$ cat src/rtl/mem_bus_arbiter.sv
`default_nettype none
// +------------------------------------------------------------------+
// | mem_bus_arbiter: round-robin sharing of one single-port memory   |
// | between a CPU data port (m0) and a secondary master (m1).        |
// | Rev 1.0                                                          |
// +------------------------------------------------------------------+
module mem_bus_arbiter #(
  parameter int ADDR_W = 32,
  parameter int DATA_W = 32,
  parameter int RD_LAT = 1
) (
  input  logic              clk,
  input  logic              rst,
  input  logic              m0_req,
  input  logic              m0_we,
  input  logic [ADDR_W-1:0] m0_addr,
  input  logic [DATA_W-1:0] m0_wdata,
  output logic [DATA_W-1:0] m0_rdata,
  output logic              m0_ack,
  output logic              m0_stall,
  input  logic              m1_req,
  input  logic              m1_we,
  input  logic [ADDR_W-1:0] m1_addr,
  input  logic [DATA_W-1:0] m1_wdata,
  output logic [DATA_W-1:0] m1_rdata,
  output logic              m1_ack,
  output logic [1:0]        gnt,
  output logic              mem_en,
  output logic              mem_we,
  output logic [ADDR_W-1:0] mem_addr,
  output logic [DATA_W-1:0] mem_wdata,
  input  logic [DATA_W-1:0] mem_rdata
);

  localparam int CNT_W = $clog2(RD_LAT + 1);

  localparam logic [1:0] C_ST_IDLE  = 2'd0;
  localparam logic [1:0] C_ST_ISSUE = 2'd1;
  localparam logic [1:0] C_ST_WAIT  = 2'd2;
  localparam logic [1:0] C_ST_ACK   = 2'd3;

  localparam logic [CNT_W-1:0] C_CNT_LOAD = CNT_W'(RD_LAT - 1);
  localparam logic [CNT_W-1:0] C_CNT_ONE  = CNT_W'(1);

  generate
    if (RD_LAT < 1 || RD_LAT > 4) begin : g_bad_rd_lat
      $error("mem_bus_arbiter: RD_LAT must be in 1..4");
    end
  endgenerate

  logic [1:0]        state_q, state_d;
  logic [1:0]        gnt_q, gnt_d;
  logic              last_gnt_q, last_gnt_d;  // 1 = port 1 owned the last transaction
  logic              we_q, we_d;
  logic [ADDR_W-1:0] addr_q, addr_d;
  logic [DATA_W-1:0] wdata_q, wdata_d;
  logic [CNT_W-1:0]  cnt_q, cnt_d;
  logic [DATA_W-1:0] m0_rdata_q, m0_rdata_d;
  logic [DATA_W-1:0] m1_rdata_q, m1_rdata_d;

  logic w_any_req;
  logic w_win1;

  assign w_any_req = m0_req | m1_req;
  assign w_win1    = m1_req & (~m0_req | ~last_gnt_q);

  always_ff @(posedge clk) begin
    if (rst) begin
      state_q <= C_ST_IDLE;
    end else begin
      state_q <= state_d;
    end
  end

  always_comb begin
    state_d = state_q;
    case (state_q)
      C_ST_IDLE:  if (w_any_req) state_d = C_ST_ISSUE;
      C_ST_ISSUE: state_d = we_q ? C_ST_ACK : C_ST_WAIT;
      C_ST_WAIT:  if (cnt_q == '0) state_d = C_ST_ACK;
      C_ST_ACK:   state_d = C_ST_IDLE;
      default:    state_d = C_ST_IDLE;
    endcase
  end

  always_comb begin
    mem_en = (state_q == C_ST_ISSUE);
    mem_we = (state_q == C_ST_ISSUE) & we_q;
    m0_ack = (state_q == C_ST_ACK) & gnt_q[0];
    m1_ack = (state_q == C_ST_ACK) & gnt_q[1];
  end

  always_comb begin
    gnt_d      = gnt_q;
    last_gnt_d = last_gnt_q;
    we_d       = we_q;
    addr_d     = addr_q;
    wdata_d    = wdata_q;
    cnt_d      = cnt_q;
    m0_rdata_d = m0_rdata_q;
    m1_rdata_d = m1_rdata_q;
    case (state_q)
      C_ST_IDLE: begin
        if (w_any_req) begin
          gnt_d   = w_win1 ? 2'b10 : 2'b01;
          we_d    = w_win1 ? m1_we : m0_we;
          addr_d  = w_win1 ? m1_addr : m0_addr;
          wdata_d = w_win1 ? m1_wdata : m0_wdata;
        end
      end
      C_ST_ISSUE: begin
        if (!we_q) cnt_d = C_CNT_LOAD;
      end
      C_ST_WAIT: begin
        // Counter at zero marks the cycle mem_rdata is valid
        if (cnt_q == '0) begin
          if (gnt_q[1]) m1_rdata_d = mem_rdata;
          else          m0_rdata_d = mem_rdata;
        end else begin
          cnt_d = cnt_q - C_CNT_ONE;
        end
      end
      C_ST_ACK: begin
        last_gnt_d = gnt_q[1];
        gnt_d      = 2'b00;
      end
      default: begin
        gnt_d = 2'b00;
      end
    endcase
  end

  always_ff @(posedge clk) begin
    if (rst) begin
      gnt_q      <= 2'b00;
      last_gnt_q <= 1'b1;
      we_q       <= 1'b0;
      addr_q     <= '0;
      wdata_q    <= '0;
      cnt_q      <= '0;
      m0_rdata_q <= '0;
      m1_rdata_q <= '0;
    end else begin
      gnt_q      <= gnt_d;
      last_gnt_q <= last_gnt_d;
      we_q       <= we_d;
      addr_q     <= addr_d;
      wdata_q    <= wdata_d;
      cnt_q      <= cnt_d;
      m0_rdata_q <= m0_rdata_d;
      m1_rdata_q <= m1_rdata_d;
    end
  end

  assign gnt       = gnt_q;
  assign mem_addr  = addr_q;
  assign mem_wdata = wdata_q;
  assign m0_rdata  = m0_rdata_q;
  assign m1_rdata  = m1_rdata_q;
  assign m0_stall  = m0_req & ~m0_ack;

endmodule
`default_nettype wire

$ cat config.mk
export PLATFORM = sky130hd
export DESIGN_NAME = mem_bus_arbiter
export DESIGN_NICKNAME = d
export VERILOG_FILES = /design/src/rtl/mem_bus_arbiter.sv
export SDC_FILE = /design/constraint.sdc
export NUM_CORES = 1
export LEC_CHECK = 0
export BUFFER_PORTS_ARGS = -buffer_cell sky130_fd_sc_hd__buf_2
export CAP_MARGIN = 20
export CORE_ASPECT_RATIO = 2
export CORE_MARGIN = 4
export CORE_UTILIZATION = 37
export DETAILED_ROUTE_END_ITERATION = 16
export GPL_TIMING_DRIVEN = 0
export PLACE_DENSITY = 0.7
export REMOVE_ABC_BUFFERS = 1
export SLEW_MARGIN = 0
export SYNTH_ARGS = -nofsm -noshare
export SYNTH_HDL_FRONTEND = slang
export SYNTH_SLANG_ARGS = --single-unit
$ cat constraint.sdc
create_clock -name clk -period 2.51 [get_ports clk]
set_input_delay 0.251 -clock clk [delete_from_list [all_inputs] [get_ports clk]]
set_output_delay 0.251 -clock clk [all_outputs]
set_load 0.005 [all_outputs]
==> impl_metrics.csv, run 1 <==
group,metric,value,unit
clock_tree,post-cts-setup-buffers,0,
synthesis,gate_count_after_technology_mapping,542,
clock_tree,tritoncts_clock_tree,"yes",
clock_tree,number_of_buffers_inserted_for_hold_repair_after_clock_tree_synthesis,0,
clock_tree,cts.htree.levels,4,
route,detail_route.iter0.violations,215,
synthesis,syn_avg_cell_area,9.56,µm²
final_layout,n_fill_cell,1303,
worst_setup_path,reg_to_reg_slack_setup,0.48,ns
synthesis,post_synthesis_mux_area_share,0.193,%
final_layout,finish.net_count,993,
timing,min_period_over_period,81.0,%
global_route,gr-usage-all-layers,19.8,%
floorplan,boundaryPins,301,
global_route,pin_count_of_the_biggest_net_entering_global_routing,74,
global_route,first_pass_grt_wire_length,25500,µm
clock_tree,cts_resized,0,
global_route,grt_antenna_before_repair,2,
final_layout,drive_gt1_share,41.4,%
synthesis,synth_cell_types,28,
hold_path,worstHoldPathCells,2,
floorplan,die_height,175,µm
hold_path,min_from,"m0_addr[10]",
clock_tree,cts_buffer_depth,2,
route,route.antenna.remaining_nets,0,
timing,max_slew.worst_pin.slew,0.848,ns
clock_tree,clock_tree.root_cell,"clkbuf_16",
worst_setup_path,worst-setup-path-type,"reg2reg",
placed_design,finalWeightedCongestion,0.749,
placed_design,hpwlAfterDp,12200,µm
synthesis,postSynth.topFlopCell,"dfxtp_1",
timing,fmaxAchievable,0.492,GHz
placed_design,place.port_buffers,300,
route,via_count,5089,
pwr,cellLeakagePower,0.00344,µW
synthesis,synth_compound_area_share,19.7,%
final_layout,commonest_cells_after_routing_fill_and_taps_aside,"299 x buf_2, 134 x dfxtp_1, 130 x nand2_1",
synthesis,ys.warnings.count,0,
global_route,globalRouteOverflowTotal,0,
synthesis,synthXorXnorAreaFrac,0,%
timing,setup_viol,0,
worst_setup_path,worst_ep_arrival_time,2.37,ns
route,wire_per_inst,16.0,µm
worst_setup_path,crit_path_start_kind,"register",
timing,rsz_0062_raised_after_global_routing,"false",
timing,worst_max_slew_margin_expressed_relative_to_the_limit,43.4,%
pwr,irDropWorstVdd,0.743,mV
global_route,first_global_vias,5112,
route,totalWireLength,16400,µm
route,drt_first_pass_iters,4,
clock_tree,clk_pin_slew,0.07,ns
worst_setup_path,rr_startpoint,"state_q[0]",
route,remaining_drc_errors,0,
hold_path,timing.hold.worst_endpoint,"mem_addr[10]",
timing,layout_min_cycle_time,2.03,ns
worst_setup_path,path_max_fanout,17,
floorplan,std_cell_rows,61,
outcome,status,"finished clean",
synthesis,netlist_area,5180,µm²
worst_setup_path,rr_endpoint,"mem_addr[9]",
flow_run,drv_cap,0,
floorplan,placeableCoreArea,13800,µm²
floorplan,die_width,91.7,µm
floorplan,initial_utilization,37.5,%
hold_path,worstHoldPathType,"in2reg",
synthesis,synthArstFlopShare,0,%
final_layout,finalCoreUtilization,54.3,%
synthesis,synth-seq-cells,134,
floorplan,die_area,16100,µm²
clock_tree,tritoncts.num_buffers,17,
clock_tree,cts_sinks,134,
synthesis,number_of_flops_mapped_to_enable_cells_by_yosys,0,
timing,fin_worst_hold_slack,0.0585,ns
clock_tree,worstSkewPairLatency,0.41,ns
synthesis,synth_sequential_area_ratio,51.8,%
final_layout,synthToLayoutAreaGrowth,44.7,%
final_layout,most_frequent_standard_cell_in_the_layout_excluding_fill_and_tap_cells,"buf_2",
worst_setup_path,timing.reg2reg.worst_path_depth,6,
timing,number_of_max_slew_violations_in_the_final_report,0,
synthesis,adder_and_majority_gate_portion_of_the_synthesized_area,1.21,%
timing,final-hold-violation-count,0,
worst_setup_path,cp.required,2.85,ns
pwr,p_per_area,985,nW/µm²
synthesis,yosys.area_share.simple,21.3,%
timing,finalClockSkew,0.0105,ns
worst_setup_path,end_kind,"register",
route,vias_per_cell,4.96,
synthesis,synth_top_family_by_area,"simple AND/OR/NAND/NOR gates",
-- cells by family after synthesis --
family          Yosys count
buf+inv                  53
compound gates          137
flops                   134
fa+ha+maj                 5
mux                       1
simple gates            212
-- cell usage after synthesis, types with 2 or more instances --
master	instances	area share, %
dfxtp_1	134	52
a21oi_1	66	6.4
inv_1	3	0.22
ha_1	5	1.2
a221o_1	65	13
nor3b_1	66	9.6
nand2_1	130	9.4
buf_6	12	2.6
nor2_1	2	0.14
nor2b_1	3	0.36
o21ai_0	2	0.19
buf_2	8	0.77
clkbuf_1	28	2.0
and2_1	4	0.48
-- layer usage --
| metal | routed length, µm | vias up | track usage [%] |
|---|---|---|---|
| met3 | 1090 | 24 | 4.59 |
| met5 | 0 | - | 0 |
| met4 | 425 | 0 | 8.94 |
| li1 | - | 2506 | - |
| met1 | 6200 | 2346 | 21.2 |
| met2 | 8690 | 213 | 36.2 |
-- registers in the layout, summed over array words and instances (netlist names) --
register    flops
mem_addr       32
state_q         2
last_gnt_q      1
mem_wdata      32
m0_rdata       32
gnt             2
m1_rdata       32
we_q            1
-- report_power, final --
group          switching, µW  total (µW)  internal, µW  leakage [µW]
Clock                    962        2700          1740      0.000312
Sequential               187        2720          2540       0.00109
Combinational           1030        1960           939       0.00203
Total                   2170        7390          5210       0.00344
-- metrics by stage --
step	TNS (ns)	setup WS, ns	area [µm²]	power (µW)	instances
3_3_place_gp	-151.02	-2.14	6630	4590	981
5_1_grt	0	0.256	7500	7780	1026
6_report	0	0.476	7500	7390	1026
3_5_place_dp	0	0.314	6820	4750	991
2_1_floorplan	-9.99	-0.154	4890	3710	492
4_1_cts	0	0.429	7470	7460	1023
-- critical path, stage by stage, from the launching register on --
cell	delay [ns]
dfxtp_1	0.33
inv_1	0.14
ha_1	0.26
nor4bb_4	0.60
buf_6	0.27
buf_6	0.20
a221o_1	0.17
-- worst max-delay path by stage --
| stage | startpoint | end | slack, ns |
|---|---|---|---|
| after floorplan | state_q[0] | mem_addr[0] | -0.15 |
| after global placement | rst | mem_wdata[7] | -2.14 |
| after detailed placement | rst | mem_addr[9] | 0.31 |
| after CTS | state_q[0] | mem_addr[9] | 0.43 |
| after global routing | state_q[0] | mem_addr[9] | 0.26 |
| final | state_q[0] | mem_addr[9] | 0.48 |
-- cell type report --
type	instances	area (µm²)	share of cell area, %
inverters	3	11.3	0.150
repair buffers	311	1720	22.9
diodes	2	5.00	0.0667
multi-input cells	355	2200	29.4
clock buffers	20	457	6.09
clock inverters	12	189	2.52
flip-flops and latches	134	2680	35.8
well taps	189	236	3.15
Power figures use the tool's default switching activity.
==> run 2: changes to the inputs <==
==> constraint.sdc (replaced) <==
create_clock -name clk -period 1.9 [get_ports clk]
set_input_delay 0.19 -clock clk [delete_from_list [all_inputs] [get_ports clk]]
set_output_delay 0.19 -clock clk [all_outputs]
set_load 0.005 [all_outputs]
==> impl_metrics.csv, run 2 (synthesis results as in run 1) <==
group,metric,value,unit
floorplan,die_area,16100,µm²
clock_tree,cts.htree.levels,4,
timing,final_critical_path_setup_slack,0.0836,ns
route,highest_layer,"met4",
outcome,status,"finished clean",
global_route,pin_count_of_the_biggest_net_entering_global_routing,74,
timing,max_slew.worst_pin.slew,0.845,ns
clock_tree,tritoncts.num_buffers,17,
floorplan,initial_utilization,37.5,%
timing,setup_viol,0,
final_layout,n_fill_cell,1200,
final_layout,finish.cell_count_without_fillers,1109,
pwr,irDropWorstVdd,0.959,mV
pwr,post-layout-total-power,10000,µW
route,drt_first_pass_iters,6,
worst_setup_path,path_max_fanout,17,
flow_run,drv_cap,0,
timing,finalClockSkew,0.0116,ns
worst_setup_path,worst-setup-path-type,"reg2reg",
route,via_count,5533,
global_route,first_global_vias,5597,
route,vias_per_cell,4.99,
worst_setup_path,crit_path_top_delay_cell,"dfxtp_1",
clock_tree,tritoncts_clock_tree,"yes",
worst_setup_path,end_kind,"register",
clock_tree,cts_buffer_depth,2,
floorplan,placeableCoreArea,13800,µm²
route,detail_route.iter0.violations,237,
timing,number_of_max_slew_violations_in_the_final_report,0,
placed_design,dp_worst_setup_slack,-0.235,ns
clock_tree,clock_tree.root_cell,"clkbuf_16",
global_route,first_pass_grt_wire_length,27800,µm
route,remaining_drc_errors,0,
placed_design,post_dp_cell_area,6820,µm²
final_layout,postLayoutCellArea,8340,µm²
timing,min_period_over_period,95.6,%
clock_tree,cts_sinks,134,
worst_setup_path,worst_ep_arrival_time,2.10,ns
timing,fmaxAchievable,0.551,GHz
placed_design,hpwlAfterDp,12200,µm
floorplan,std_cell_rows,61,
timing,final-hold-violation-count,0,
route,wire_per_inst,16.2,µm
route,route.antenna.remaining_nets,0,
hold_path,worstHoldPathType,"in2reg",
worst_setup_path,timing.critical_path.slowest_cell_delay,0.36,ns
worst_setup_path,cp.required,2.18,ns
global_route,grt_antenna_before_repair,2,
global_route,globalRouteOverflowTotal,0,
timing,worst_max_slew_margin_expressed_relative_to_the_limit,43.7,%
route,m1WireLength,6530,µm
floorplan,boundaryPins,301,
route,totalWireLength,18000,µm
final_layout,commonest_cells_after_routing_fill_and_taps_aside,"299 x buf_2, 133 x dfxtp_1, 129 x nand2_1",
route,met3WireLength,1260,µm
floorplan,die_height,175,µm
clock_tree,worstSkewPairLatency,0.41,ns
floorplan,die_width,91.7,µm
timing,layout_min_cycle_time,1.82,ns
worst_setup_path,crit_path_start_kind,"register",
placed_design,place.port_buffers,300,
pwr,cellLeakagePower,0.00378,µW
route,met2RoutedLength,9390,µm
timing,fin_worst_hold_slack,0.0172,ns
final_layout,synthToLayoutAreaGrowth,60.9,%
worst_setup_path,cp_common_cell,"buf_6",
final_layout,drive_gt1_share,38.5,%
placed_design,finalWeightedCongestion,0.749,
worst_setup_path,crit_chain,"inv_1 -> ha_4 -> nor4bb_4 -> buf_4 -> buf_6 -> buf_6 -> a221o_1",
final_layout,finish.net_count,1075,
placed_design,number_of_cells_after_detailed_placement,991,
pwr,p_per_area,1200,nW/µm²
clock_tree,clk_pin_slew,0.06,ns
final_layout,most_frequent_standard_cell_in_the_layout_excluding_fill_and_tap_cells,"buf_2",
global_route,gr-usage-all-layers,21.5,%
[run 2: power by group]
part | switching [µW] | internal (µW) | total (µW)
registers | 255 | 3350 | 3610
logic | 1450 | 1410 | 2860
clock network | 1260 | 2290 | 3550
[run 2: final cells by class]
class / instances / area (µm²) / share of cell area, %
multi-input combinational: 357 / 2260 / 27.1
clock buffer: 20 / 457 / 5.48
timing repair buffer: 391 / 2500 / 29.9
inverter: 3 / 11.3 / 0.135
antenna: 3 / 7.51 / 0.0900
sequential: 134 / 2680 / 32.2
clock inverter: 12 / 189 / 2.27
tap: 189 / 236 / 2.84
[run 2: per-stage QoR]
stage,util (%),setup TNS (ns)
after floorplan,-,-53.60
after global placement,48.0,-221.25
after detailed placement,49.4,-11.00
after CTS,59.8,0
after global routing,60.3,-0.00444
final,60.3,0
[run 2: layer usage]
layer  vias up  GRT usage (%)
met3        54           5.23
met5         -              0
met1      2540           22.1
met4         0           12.5
met2       265           38.9
li1       2674              -
[run 2: path summary, 6_finish.rpt]
| check | from | to | slack, ns | cells past startpoint |
|---|---|---|---|---|
| setup / recovery | state_q[0] | mem_addr[9] | 0.08 | 7 |
| hold / removal | m1_addr[2] | mem_addr[2] | 0.02 | 2 |
| hold reg to reg | m0_rdata[26] | m0_rdata[26] | 0.45 | 2 |
| setup reg to reg | state_q[0] | mem_addr[9] | 0.08 | 7 |
[run 2: repair_timing]
item / in CTS / in global routing
resized for setup: 4 / 4
hold buffers: 77 / 2
endpoints found under the hold margin: 47 / 2
cloned: 0 / 2
pin swaps: 0 / 1
buffers inserted: 2 / 0
endpoints found under the setup margin: 86 / 63
[run 2: critical path: cells and delay by family, from the launching register on]
family | cells | cell delay [ns]
buf+inv | 4 | 0.66
simple gates | 1 | 0.15
fa+ha+maj | 1 | 0.22
flops | 1 | 0.36
compound gates | 1 | 0.31
==> run 3: changes to the inputs <==
--- a/config.mk
+++ b/config.mk
@@ -12,6 +12,7 @@
 export CORE_UTILIZATION = 37
 export DETAILED_ROUTE_END_ITERATION = 16
 export GPL_TIMING_DRIVEN = 0
+export MAX_ROUTING_LAYER = met4
 export PLACE_DENSITY = 0.7
 export REMOVE_ABC_BUFFERS = 1
 export SLEW_MARGIN = 0
==> impl_metrics.csv, run 3 (synthesis results as in run 1) <==
group,metric,value,unit
outcome,status,"finished clean",
pwr,cellLeakagePower,0.00378,µW
worst_setup_path,worst-setup-path-type,"reg2reg",
timing,fmaxAchievable,0.549,GHz
floorplan,die_width,91.7,µm
global_route,globalRouteMet1Util,22.5,%
route,wire_per_inst,16.3,µm
worst_setup_path,crit_path_top_delay_cell,"dfxtp_1",
clock_tree,tritoncts.num_buffers,17,
worst_setup_path,worst_ep_arrival_time,2.10,ns
route,detail_route.iter0.violations,244,
final_layout,finish.net_count,1075,
placed_design,hpwlAfterDp,12200,µm
timing,finalClockSkew,0.0107,ns
global_route,grt_antenna_before_repair,2,
placed_design,dp_worst_setup_slack,-0.235,ns
placed_design,place.port_buffers,300,
global_route,pin_count_of_the_biggest_net_entering_global_routing,74,
timing,worst_max_slew_margin_expressed_relative_to_the_limit,42.7,%
route,vias_per_cell,5.01,
global_route,grt-busiest-layer,"met2",
flow_run,drv_cap,0,
pwr,p_per_area,1200,nW/µm²
timing,final-hold-violation-count,0,
worst_setup_path,timing.critical_path.slowest_cell_delay,0.36,ns
clock_tree,cts_buffer_depth,2,
final_layout,commonest_cells_after_routing_fill_and_taps_aside,"299 x buf_2, 133 x dfxtp_1, 129 x nand2_1",
worst_setup_path,cp_common_cell,"buf_6",
timing,final_critical_path_setup_slack,0.0790,ns
global_route,globalRouteOverflowTotal,0,
clock_tree,cts.htree.levels,4,
placed_design,number_of_cells_after_detailed_placement,991,
floorplan,boundaryPins,301,
worst_setup_path,crit_path_start_kind,"register",
final_layout,finish.cell_count_without_fillers,1109,
route,drt_first_pass_iters,4,
placed_design,post_dp_cell_area,6820,µm²
worst_setup_path,setup.worst_path.start,"state_q[0]",
global_route,first_pass_grt_wire_length,27800,µm
timing,fin_worst_hold_slack,0.0183,ns
timing,number_of_max_slew_violations_in_the_final_report,0,
placed_design,finalWeightedCongestion,0.759,
final_layout,finalCoreUtilization,60.3,%
final_layout,drive_gt1_share,38.5,%
clock_tree,worstSkewPairLatency,0.41,ns
floorplan,initial_utilization,37.5,%
global_route,grt_util_met3,4.50,%
route,totalWireLength,18100,µm
worst_setup_path,crit_chain,"inv_1 -> ha_4 -> nor4bb_4 -> buf_4 -> buf_6 -> buf_6 -> a221o_1",
floorplan,die_height,175,µm
floorplan,placeableCoreArea,13800,µm²
global_route,gr-usage-all-layers,22.1,%
pwr,irDropWorstVdd,0.958,mV
worst_setup_path,rr_startpoint,"state_q[0]",
clock_tree,tritoncts_clock_tree,"yes",
hold_path,min_from,"m1_addr[2]",
timing,min_period_over_period,95.8,%
final_layout,n_fill_cell,1200,
final_layout,most_frequent_standard_cell_in_the_layout_excluding_fill_and_tap_cells,"buf_2",
route,remaining_drc_errors,0,
clock_tree,cts_sinks,134,
final_layout,postLayoutCellArea,8340,µm²
floorplan,die_area,16100,µm²
timing,max_slew.worst_pin.slew,0.859,ns
worst_setup_path,path_max_fanout,17,
worst_setup_path,worstPathBufferInverterCount,4,
clock_tree,clk_pin_slew,0.06,ns
route,via_count,5557,
worst_setup_path,cp_top_family,"buffers and inverters",
route,route.antenna.remaining_nets,0,
worst_setup_path,end_kind,"register",
clock_tree,clock_tree.root_cell,"clkbuf_16",
worst_setup_path,cp.required,2.18,ns
global_route,first_global_vias,5609,
global_route,grt.met2_usage,39.0,%
hold_path,worstHoldPathType,"in2reg",
timing,layout_min_cycle_time,1.82,ns
floorplan,std_cell_rows,61,
final_layout,synthToLayoutAreaGrowth,60.9,%
timing,setup_viol,0,
[run 3: metrics by stage]
stage	total power (µW)	setup TNS (ns)
CTS	10000	0
global placement	6050	-221.25
floorplan	4910	-53.60
finish	10000	0
global route	10500	-0.00436
detailed placement	6270	-11.00
[run 3: cell type report]
cell class	instances	area [µm²]	share of cell area, %
repair buffers	391	2500	29.9
flip-flops and latches	134	2680	32.2
multi-input cells	357	2260	27.1
well taps	189	236	2.84
diodes	3	7.51	0.0900
inverters	3	11.3	0.135
clock buffers	20	457	5.48
clock inverters	12	189	2.27
[run 3: timing repair]
| action | 4_1_cts | 5_1_grt |
|---|---|---|
| endpoints found under the hold margin | 47 | 2 |
| hold buffers | 77 | 2 |
| resized for setup | 4 | 4 |
| setup endpoints to repair | 86 | 63 |
| pin swaps | 0 | 1 |
| setup buffers | 2 | 0 |
| cloned | 0 | 2 |
[run 3: final timing paths]
| kind | slack [ns] | end | cells after the start |
|---|---|---|---|
| hold / removal | 0.02 | mem_addr[2] | 2 |
| hold reg to reg | 0.45 | m0_rdata[26] | 2 |
| setup reg to reg | 0.08 | mem_addr[9] | 7 |
| setup / recovery | 0.08 | mem_addr[9] | 7 |
[run 3: per-layer routing]
layer  vias up  wire length [µm]
met5         -                 0
met4         0               818
met3        54              1220
met2       271              9440
met1      2557              6590
li1       2675                 -
[run 3: power breakdown]
part	switching (µW)	internal, µW	total [µW]
logic	1460	1410	2870
registers	254	3350	3610
clock network	1260	2290	3560
